[src/rtl/pixel_frame_feeder_pkg.sv]
// Shared WS2812 definitions: GRB pixel layout, default timing constants,
// feeder FSM state encoding and the per-channel brightness scale helper.
package ws2812_pkg;

    // Field order matches the wire order of a WS2812 pixel: G[23:16], R[15:8], B[7:0]
    typedef struct packed {
        logic [7:0] g;
        logic [7:0] r;
        logic [7:0] b;
    } grb_t;

    localparam int DEFAULT_REFRESH_CYCLES = 1_666_666;
    localparam int DEFAULT_GAP_CYCLES     = 2500;

    typedef logic [1:0] state_t;
    localparam state_t ST_IDLE   = 2'd0;
    localparam state_t ST_LATCH  = 2'd1;
    localparam state_t ST_STREAM = 2'd2;
    localparam state_t ST_GAP    = 2'd3;

    // (c * (b + 1)) >> 8; the product never exceeds 255 * 256, so 16 bits suffice
    function automatic logic [7:0] scale_channel(input logic [7:0] c, input logic [7:0] b);
        logic [15:0] p;
        p = {8'd0, c} * ({8'd0, b} + 16'd1);
        return 8'(p >> 8);
    endfunction

endpackage

[src/rtl/pixel_frame_feeder_if.sv]
// Pixel stream handshake between the frame feeder and a downstream serializer.
interface pixel_frame_feeder_if;
    logic        pix_valid;
    logic [23:0] pix_data;
    logic        pix_last;
    logic        pix_ready;

    modport master (output pix_valid, pix_data, pix_last, input pix_ready);
    modport slave  (input pix_valid, pix_data, pix_last, output pix_ready);
endinterface

[src/rtl/pixel_frame_feeder_scaler.sv]
// Combinational global-brightness scaler for one GRB pixel.
// Only compiled with FEEDER_BRIGHTNESS_EN, the only build that instantiates it.
`ifdef FEEDER_BRIGHTNESS_EN
module pixel_scaler
    import ws2812_pkg::*;
(
    input  logic [23:0] color,
    input  logic [7:0]  bright,
    output logic [23:0] scaled
);
    grb_t c;
    grb_t s;

    assign c = grb_t'(color);

    always_comb begin
        s   = '0;
        s.g = scale_channel(c.g, bright);
        s.r = scale_channel(c.r, bright);
        s.b = scale_channel(c.b, bright);
    end

    assign scaled = s;
endmodule
`endif

[src/rtl/pixel_frame_feeder.sv]
// Double-buffered WS2812 frame feeder: streams the active buffer every refresh
// period or on commit. Define FEEDER_BRIGHTNESS_EN to enable global brightness.
module pixel_frame_feeder
    import ws2812_pkg::*;
#(
    parameter int NUM_LEDS       = 8,
    parameter int REFRESH_CYCLES = DEFAULT_REFRESH_CYCLES,
    parameter int GAP_CYCLES     = DEFAULT_GAP_CYCLES
) (
    input  logic                        clk,
    input  logic                        rst,
    input  logic                        wr_en,
    input  logic [$clog2(NUM_LEDS)-1:0] wr_addr,
    input  logic [23:0]                 wr_data,
    input  logic                        commit,
    input  logic [7:0]                  brightness,
    pixel_frame_feeder_if.master        pix,
    output logic                        frame_busy,
    output logic                        commit_pending
);
    localparam int AW         = $clog2(NUM_LEDS);
    localparam int unsigned N = NUM_LEDS;

    logic [23:0]   back   [NUM_LEDS];
    logic [23:0]   active [NUM_LEDS];
    state_t        state;
    logic [AW-1:0] idx;
    logic [31:0]   refresh_cnt;
    logic [31:0]   gap_cnt;
    logic          refresh_pending;
    logic          is_last;
    logic          streaming;
    logic [23:0]   cur_px;
    logic [23:0]   shown_px;

    assign streaming = (state == ST_STREAM);
    assign is_last   = (32'(idx) == N - 1);
    assign cur_px    = active[idx];

`ifdef FEEDER_BRIGHTNESS_EN
    logic [7:0] bright_q;

    pixel_scaler u_scaler (
        .color  (cur_px),
        .bright (bright_q),
        .scaled (shown_px)
    );
`else
    logic [7:0] unused_brightness;
    assign unused_brightness = brightness;
    assign shown_px          = cur_px;
`endif

    always_ff @(posedge clk) begin
        if (rst) begin
            state           <= ST_IDLE;
            idx             <= '0;
            refresh_cnt     <= '0;
            gap_cnt         <= '0;
            refresh_pending <= 1'b0;
            commit_pending  <= 1'b0;
`ifdef FEEDER_BRIGHTNESS_EN
            bright_q        <= '0;
`endif
            for (int unsigned i = 0; i < N; i++) begin
                back[i]   <= '0;
                active[i] <= '0;
            end
        end else begin
            if (wr_en && (32'(wr_addr) < N))
                back[wr_addr] <= wr_data;

            // A wrap coinciding with LATCH re-arms the request rather than losing it
            if (refresh_cnt == 32'(REFRESH_CYCLES - 1)) begin
                refresh_cnt     <= '0;
                refresh_pending <= 1'b1;
            end else begin
                refresh_cnt <= refresh_cnt + 32'd1;
                if (state == ST_LATCH)
                    refresh_pending <= 1'b0;
            end

            if (commit)
                commit_pending <= 1'b1;
            else if (state == ST_LATCH)
                commit_pending <= 1'b0;

            case (state)
                // Raw commit also triggers so a commit in IDLE reaches LATCH next cycle
                ST_IDLE: begin
                    if (refresh_pending || commit_pending || commit)
                        state <= ST_LATCH;
                end
                ST_LATCH: begin
                    if (commit_pending) begin
                        for (int unsigned i = 0; i < N; i++)
                            active[i] <= back[i];
                    end
                    idx      <= '0;
`ifdef FEEDER_BRIGHTNESS_EN
                    bright_q <= brightness;
`endif
                    state    <= ST_STREAM;
                end
                ST_STREAM: begin
                    if (pix.pix_ready) begin
                        if (is_last) begin
                            gap_cnt <= '0;
                            state   <= ST_GAP;
                        end else begin
                            idx <= idx + 1'b1;
                        end
                    end
                end
                ST_GAP: begin
                    if (gap_cnt == 32'(GAP_CYCLES - 1))
                        state <= ST_IDLE;
                    else
                        gap_cnt <= gap_cnt + 32'd1;
                end
                default: state <= ST_IDLE;
            endcase
        end
    end

    assign pix.pix_valid = streaming;
    assign pix.pix_last  = streaming && is_last;
    assign pix.pix_data  = streaming ? shown_px : '0;
    assign frame_busy    = (state != ST_IDLE);

endmodule

[src/flat_wrapper.sv]
// flat-port wrapper written by rule: the top's interface ports become plain ports
module pixel_frame_feeder_flat import ws2812_pkg::*;
#(
    parameter int NUM_LEDS       = 8,
    parameter int REFRESH_CYCLES = DEFAULT_REFRESH_CYCLES,
    parameter int GAP_CYCLES     = DEFAULT_GAP_CYCLES
)
  (clk, rst, wr_en, wr_addr, wr_data, commit, brightness, frame_busy, commit_pending, pix_pix_valid, pix_pix_data, pix_pix_last, pix_pix_ready);
  pixel_frame_feeder_if pix_i ();
  input  logic clk;
  input  logic rst;
  input  logic wr_en;
  input  logic [$clog2(NUM_LEDS)-1:0] wr_addr;
  input  logic [23:0] wr_data;
  input  logic commit;
  input  logic [7:0] brightness;
  output logic frame_busy;
  output logic commit_pending;
  output wire logic [$bits(pix_i.pix_valid)-1:0] pix_pix_valid;
  output wire logic [$bits(pix_i.pix_data)-1:0] pix_pix_data;
  output wire logic [$bits(pix_i.pix_last)-1:0] pix_pix_last;
  input wire logic [$bits(pix_i.pix_ready)-1:0] pix_pix_ready;
  assign pix_pix_valid = pix_i.pix_valid;
  assign pix_pix_data = pix_i.pix_data;
  assign pix_pix_last = pix_i.pix_last;
  assign pix_i.pix_ready = pix_pix_ready;
  pixel_frame_feeder #(.NUM_LEDS(NUM_LEDS), .REFRESH_CYCLES(REFRESH_CYCLES), .GAP_CYCLES(GAP_CYCLES)) u_core (.clk(clk), .rst(rst), .wr_en(wr_en), .wr_addr(wr_addr), .wr_data(wr_data), .commit(commit), .brightness(brightness), .pix(pix_i), .frame_busy(frame_busy), .commit_pending(commit_pending));
endmodule
[config.mk]
export PLATFORM = sky130hd
export DESIGN_NAME = pixel_frame_feeder_flat
export DESIGN_NICKNAME = d
export VERILOG_FILES = /design/src/rtl/pixel_frame_feeder_pkg.sv /design/src/rtl/pixel_frame_feeder_if.sv /design/src/rtl/pixel_frame_feeder_scaler.sv /design/src/rtl/pixel_frame_feeder.sv /design/src/flat_wrapper.sv
export SDC_FILE = /design/constraint.sdc
export NUM_CORES = 1
export LEC_CHECK = 0
export BUFFER_PORTS_ARGS = -buffer_cell sky130_fd_sc_hd__buf_4
export CAP_MARGIN = 15
export CORE_UTILIZATION = 56
export DETAILED_ROUTE_END_ITERATION = 8
export HOLD_SLACK_MARGIN = 0.08
export PLACE_DENSITY = 0.78
export SKIP_LAST_GASP = 1
export SLEW_MARGIN = 20
export SYNTH_ARGS = -nofsm -noshare
export SYNTH_HDL_FRONTEND = slang
export SYNTH_SLANG_ARGS = --single-unit
[constraint.sdc]
create_clock -name clk -period 6.5 [get_ports clk]
set_input_delay 1.3 -clock clk [delete_from_list [all_inputs] [get_ports clk]]
set_output_delay 1.3 -clock clk [all_outputs]
set_load 0.01 [all_outputs]
# Yosys cells after proc, flatten, opt, wreduce, memory -nomap -nowiden
# Memory sizes are Yosys's and may differ from the RTL's. A register that Yosys moved wholly into a read port is not among the register bits.
# Cells that the tools add are included.
# op_classes
addsub	3
n_eq_ne	12
n_mux	38
bitwise	8
reduce_logical	14
# ops
cell	n
$mux 24	10
$mux 32	3
$add 32x1->32 const B	2
$pmux 32 s2	1
$eq 32x12->1 const B	1
$eq 32x21->1 const B	1
$reduce_or 24->1	1
$mux 3	5
$mux 1	13
$reduce_bool 2->1	5
$mux 2	4
$or 1x1->1	8
$pmux 2 s4	1
$reduce_and 4->1	2
$ne 2x1->1 const B	3
$ne 2x2->1 const B	3
$pmux 3 s2	1
$eq 2x2->1 const B	2
$add 3x1->3 const B	1
$eq 3x3->1 const B	1
$reduce_and 3->1	1
$eq 2x1->1 const B	1
$logic_not 2->1	1
$logic_or 1x1->1	2
other kinds (2)	2
# totals
reg_bits	71
ramBits	384
out_inout_bits	28
mem_count	2
# memory_table
name	words	word_bits	read_ports	rd_ports_with_merged_regs	wr	line_no	text
u_core.active	8	24	1	1	8	pixel_frame_feeder.sv:25	logic [23:0] active [NUM_LEDS];
u_core.back	8	24	8	0	8	pixel_frame_feeder.sv:24	logic [23:0] back [NUM_LEDS];

# Longest topological paths before layout
# depth
depth_word	6
depth_mapped	9
depth_no_buf	7

# Worst setup path after synthesis
# Ideal clock, no wire load.
# synth_path
kind	input-to-reg
startpoint	input port rst
endpoint	memory u_core.active[0][0] (enable)
setup_time_ns	1.531
arrival_ns	4.941
required_ns	4.969
path_slack_ns	0.028
stages	4
n_path_buf	2
cell_sequence	clkbuf_1 -> inv_1 -> clkbuf_1 -> nand2_1
# synth_rtl
element	line_no	text
start, declared	flat_wrapper.sv:11	input logic rst;
end, declared	pixel_frame_feeder.sv:25	

==> impl_metrics.env <==
export IMPL_outcome="completed"
export IMPL_gr_usage_all_layers_pct=22.37
export IMPL_finalWorstSetupSlack_ns=2.404
export IMPL_grt_pass1_vias=10960
export IMPL_rr_worst_depth=6
export IMPL_timing_hold_violations_final=0
export IMPL_slowest_stage="dfxtp_2"
export IMPL_synthArstFlopShare_pct=0
export IMPL_drt_iter0_markers=963
export IMPL_die_x_um=188.9
export IMPL_final_cell_mix="edfxtp_1, and2_1, nor2b_1, buf_4, dfxtp_1"
export IMPL_cpMostUsedCell="buf_4"
export IMPL_die_h_um=188.9
export IMPL_grt_max_degree=145
export IMPL_synth_ff_type="edfxtp_1"
export IMPL_via_count=11060
export IMPL_ios=68
export IMPL_period_share_pct=63.02
export IMPL_rsz0062_at_grt="no"
export IMPL_crit_fanout=30
export IMPL_tightest_slew_ns=1.048
export IMPL_slew_viol_final=0
export IMPL_drc=0
export IMPL_ir_drop_v=0.0002744
export IMPL_hold_depth=2
export IMPL_antenna_found_initial=2
export IMPL_drive_gt1_share_pct=15.03
export IMPL_max_freq_mhz=244.1
export IMPL_r2r_start="u_core.state[1]"
export IMPL_critPathMaxStageDelay_ns=0.70
export IMPL_synthCells=1399
export IMPL_yosysWarnings=0
export IMPL_port_buffers=59
export IMPL_pre_cts_ws_ns=2.519
export IMPL_hold_buffers=0
export IMPL_core_area_mm2=0.03446
export IMPL_wl_mm=39.09
export IMPL_insertion_delay_ns=0.56
export IMPL_post_cts_buffers=0
export IMPL_cap_violations=0
export IMPL_critPathKind="flip-flop to output pin"
export IMPL_yosysUniqueCellTypes=60
export IMPL_core_rowCount=68
export IMPL_cts_buffers=45
export IMPL_cts_root_buf="clkbuf_16"
export IMPL_r2r_slack_ns=3.54
export IMPL_ant_nets=0
export IMPL_tritoncts="built"
export IMPL_end_kind="output pin"
export IMPL_relSlewSlack_pct=29.88
export IMPL_path_cells="buf_4 > mux4_2 > mux2i_1 > nor2b_1 > buf_4"
export IMPL_finalSetupViolCount=0
export IMPL_fin_crit_ns=4.096
export IMPL_start_kind="flip-flop"
export IMPL_clock_sinks=458
export IMPL_routed_via_density=5.698
export IMPL_start_util_pct=56.79
export IMPL_drtPass1Iterations=5
export IMPL_seq_area_mm2=0.01302
export IMPL_reg2reg_to="u_core.gap_cnt[27]"
export IMPL_die_area_mm2=0.03570
export IMPL_power_density_mw_per_mm2=301.4
export IMPL_multi_input_area_mm2=0.006302
export IMPL_finalSetupTns_ns=0
export IMPL_ys_seq_elements=458
export IMPL_syn_area_mm2=0.01957
export IMPL_syn_nets=1449
export IMPL_cts_path_max_buffers=3
export IMPL_grt_pass1_wl_mm=60.62
export IMPL_min_from="u_core.idx[1]"
export IMPL_cp_data_arrival_time_ns=2.80
export IMPL_place_gp_congestion=0.8925
export IMPL_wl_per_cell_um=20.15
export IMPL_synthToLayoutAreaGrowth_pct=12.07
export IMPL_yosysSeqAreaShare_pct=66.50
export IMPL_skew_ns=0.01789
export IMPL_fillers=2471
export IMPL_nNetsFinal=1500
export IMPL_cts_max_level=2
export IMPL_p_leak_uw=0.007702
export IMPL_final_common_cell="edfxtp_1"
export IMPL_cp_required_ns=5.20
export IMPL_ctsResizeCount=0
export IMPL_dpl_hpwl_mm=21.56
export IMPL_hp_class="flip-flop to flip-flop"
export IMPL_clkTransAtPathRegs_ns=0.06
export IMPL_synth_edff_count=384
export IMPL_grt_overflow=0
export IMPL_avgSynthCellArea_um2=13.99
## how the worst max path moves through the flow
stage / endpoint / cells after the start
global route: pix_pix_data[23] / 5
global placement: u_core.back[3][23] / 6
floorplan: u_core.active[0][0] / 4
CTS: pix_pix_data[0] / 4
finish: pix_pix_data[0] / 5
detailed placement: u_core.back[3][17] / 6
## kinds of logic after synthesis
group | after synthesis | share of synthesized area, %
adders and majority gates | 10 | 0.6394
and+or+nand+nor | 641 | 19.46
DFF | 458 | 66.50
muxes | 77 | 7.008
buffers and inverters | 84 | 1.662
AOI/OAI and AO/OA | 101 | 3.485
xor gates and xnor gates | 28 | 1.253
## synth_stat cells, types with 5 or more instances
library cell	n	area share, %
a31oi_1	8	0.26
clkbuf_1	67	1.3
and2_1	345	11
nor2b_1	77	2.5
ha_1	10	0.64
or2_2	7	0.22
and3_1	15	0.48
a41oi_1	6	0.27
or4_1	8	0.31
nand3_1	25	0.64
o21ai_0	19	0.49
nor2_1	52	1.0
nand4_1	27	0.86
buf_1	6	0.12
nor4_1	12	0.38
xnor2_1	7	0.31
inv_1	7	0.13
mux4_2	48	5.5
o21a_1	5	0.19
dfxtp_1	74	7.6
mux2i_1	29	1.5
edfxtp_1	384	59
xor2_1	21	0.94
a21oi_1	25	0.64
o31ai_1	8	0.31
nand2_1	36	0.69
nor3_1	13	0.33
## area by class of cell
| cell class | instances | share of cell area [%] |
|---|---|---|
| timing repair buffer | 80 | 2.904 |
| multi-input combinational | 857 | 28.74 |
| antenna | 1 | 0.01141 |
| clock inverter | 26 | 0.9014 |
| tap | 455 | 2.596 |
| inverter | 8 | 0.1369 |
| sequential | 458 | 59.36 |
| clock buffer | 55 | 5.351 |
## report_power, final
part | switching, uW | internal (uW)
Combinational | 387 | 263
Clock | 1070 | 1370
Sequential | 70.1 | 3450
Total | 1530 | 5080
## routing by layer
| layer | up-vias | wire length, um | global-route usage, % |
|---|---|---|---|
| met1 | 5420 | 15260 | 27.48 |
| met5 | - | 0 | 0 |
| met4 | 0 | 974 | 7.692 |
| li1 | 5216 | - | - |
| met3 | 74 | 2404 | 3.411 |
| met2 | 345 | 20460 | 40.23 |
## metrics by stage
| step | cells | instance area, um^2 | utilization [%] | power [uW] | hold slack [ns] |
|---|---|---|---|---|---|
| 3_5_place_dp | 1857 | 20530 | 59.57 | 4237 | 0.4719 |
| 5_1_grt | 1940 | 21930 | 63.65 | 6835 | 0.5174 |
| 4_1_cts | 1938 | 21900 | 63.55 | 6648 | 0.4850 |
| 6_report | 1940 | 21930 | 63.65 | 6610 | 0.4847 |
| 2_1_floorplan | 1399 | 19570 | - | 4012 | 0.4446 |
| 3_3_place_gp | 1857 | 20530 | 59.57 | 4202 | 0.4619 |
## state kept, by name (all words and copies together) (netlist names), named ones only
register	flops
u_core.active	192
u_core.commit_pending	1
u_core.refresh_cnt	32
u_core.back	192
u_core.idx	3
u_core.state	2
u_core.refresh_pending	1
u_core.gap_cnt	32
## critical path, delay by kind of cell (launching register included)
kind | cells | cell delay, ns
flops | 1 | 0.70
buf+inv | 2 | 0.70
mux | 2 | 0.72
simple gates | 1 | 0.09
Note: power is estimated with default switching activity, not from simulation.
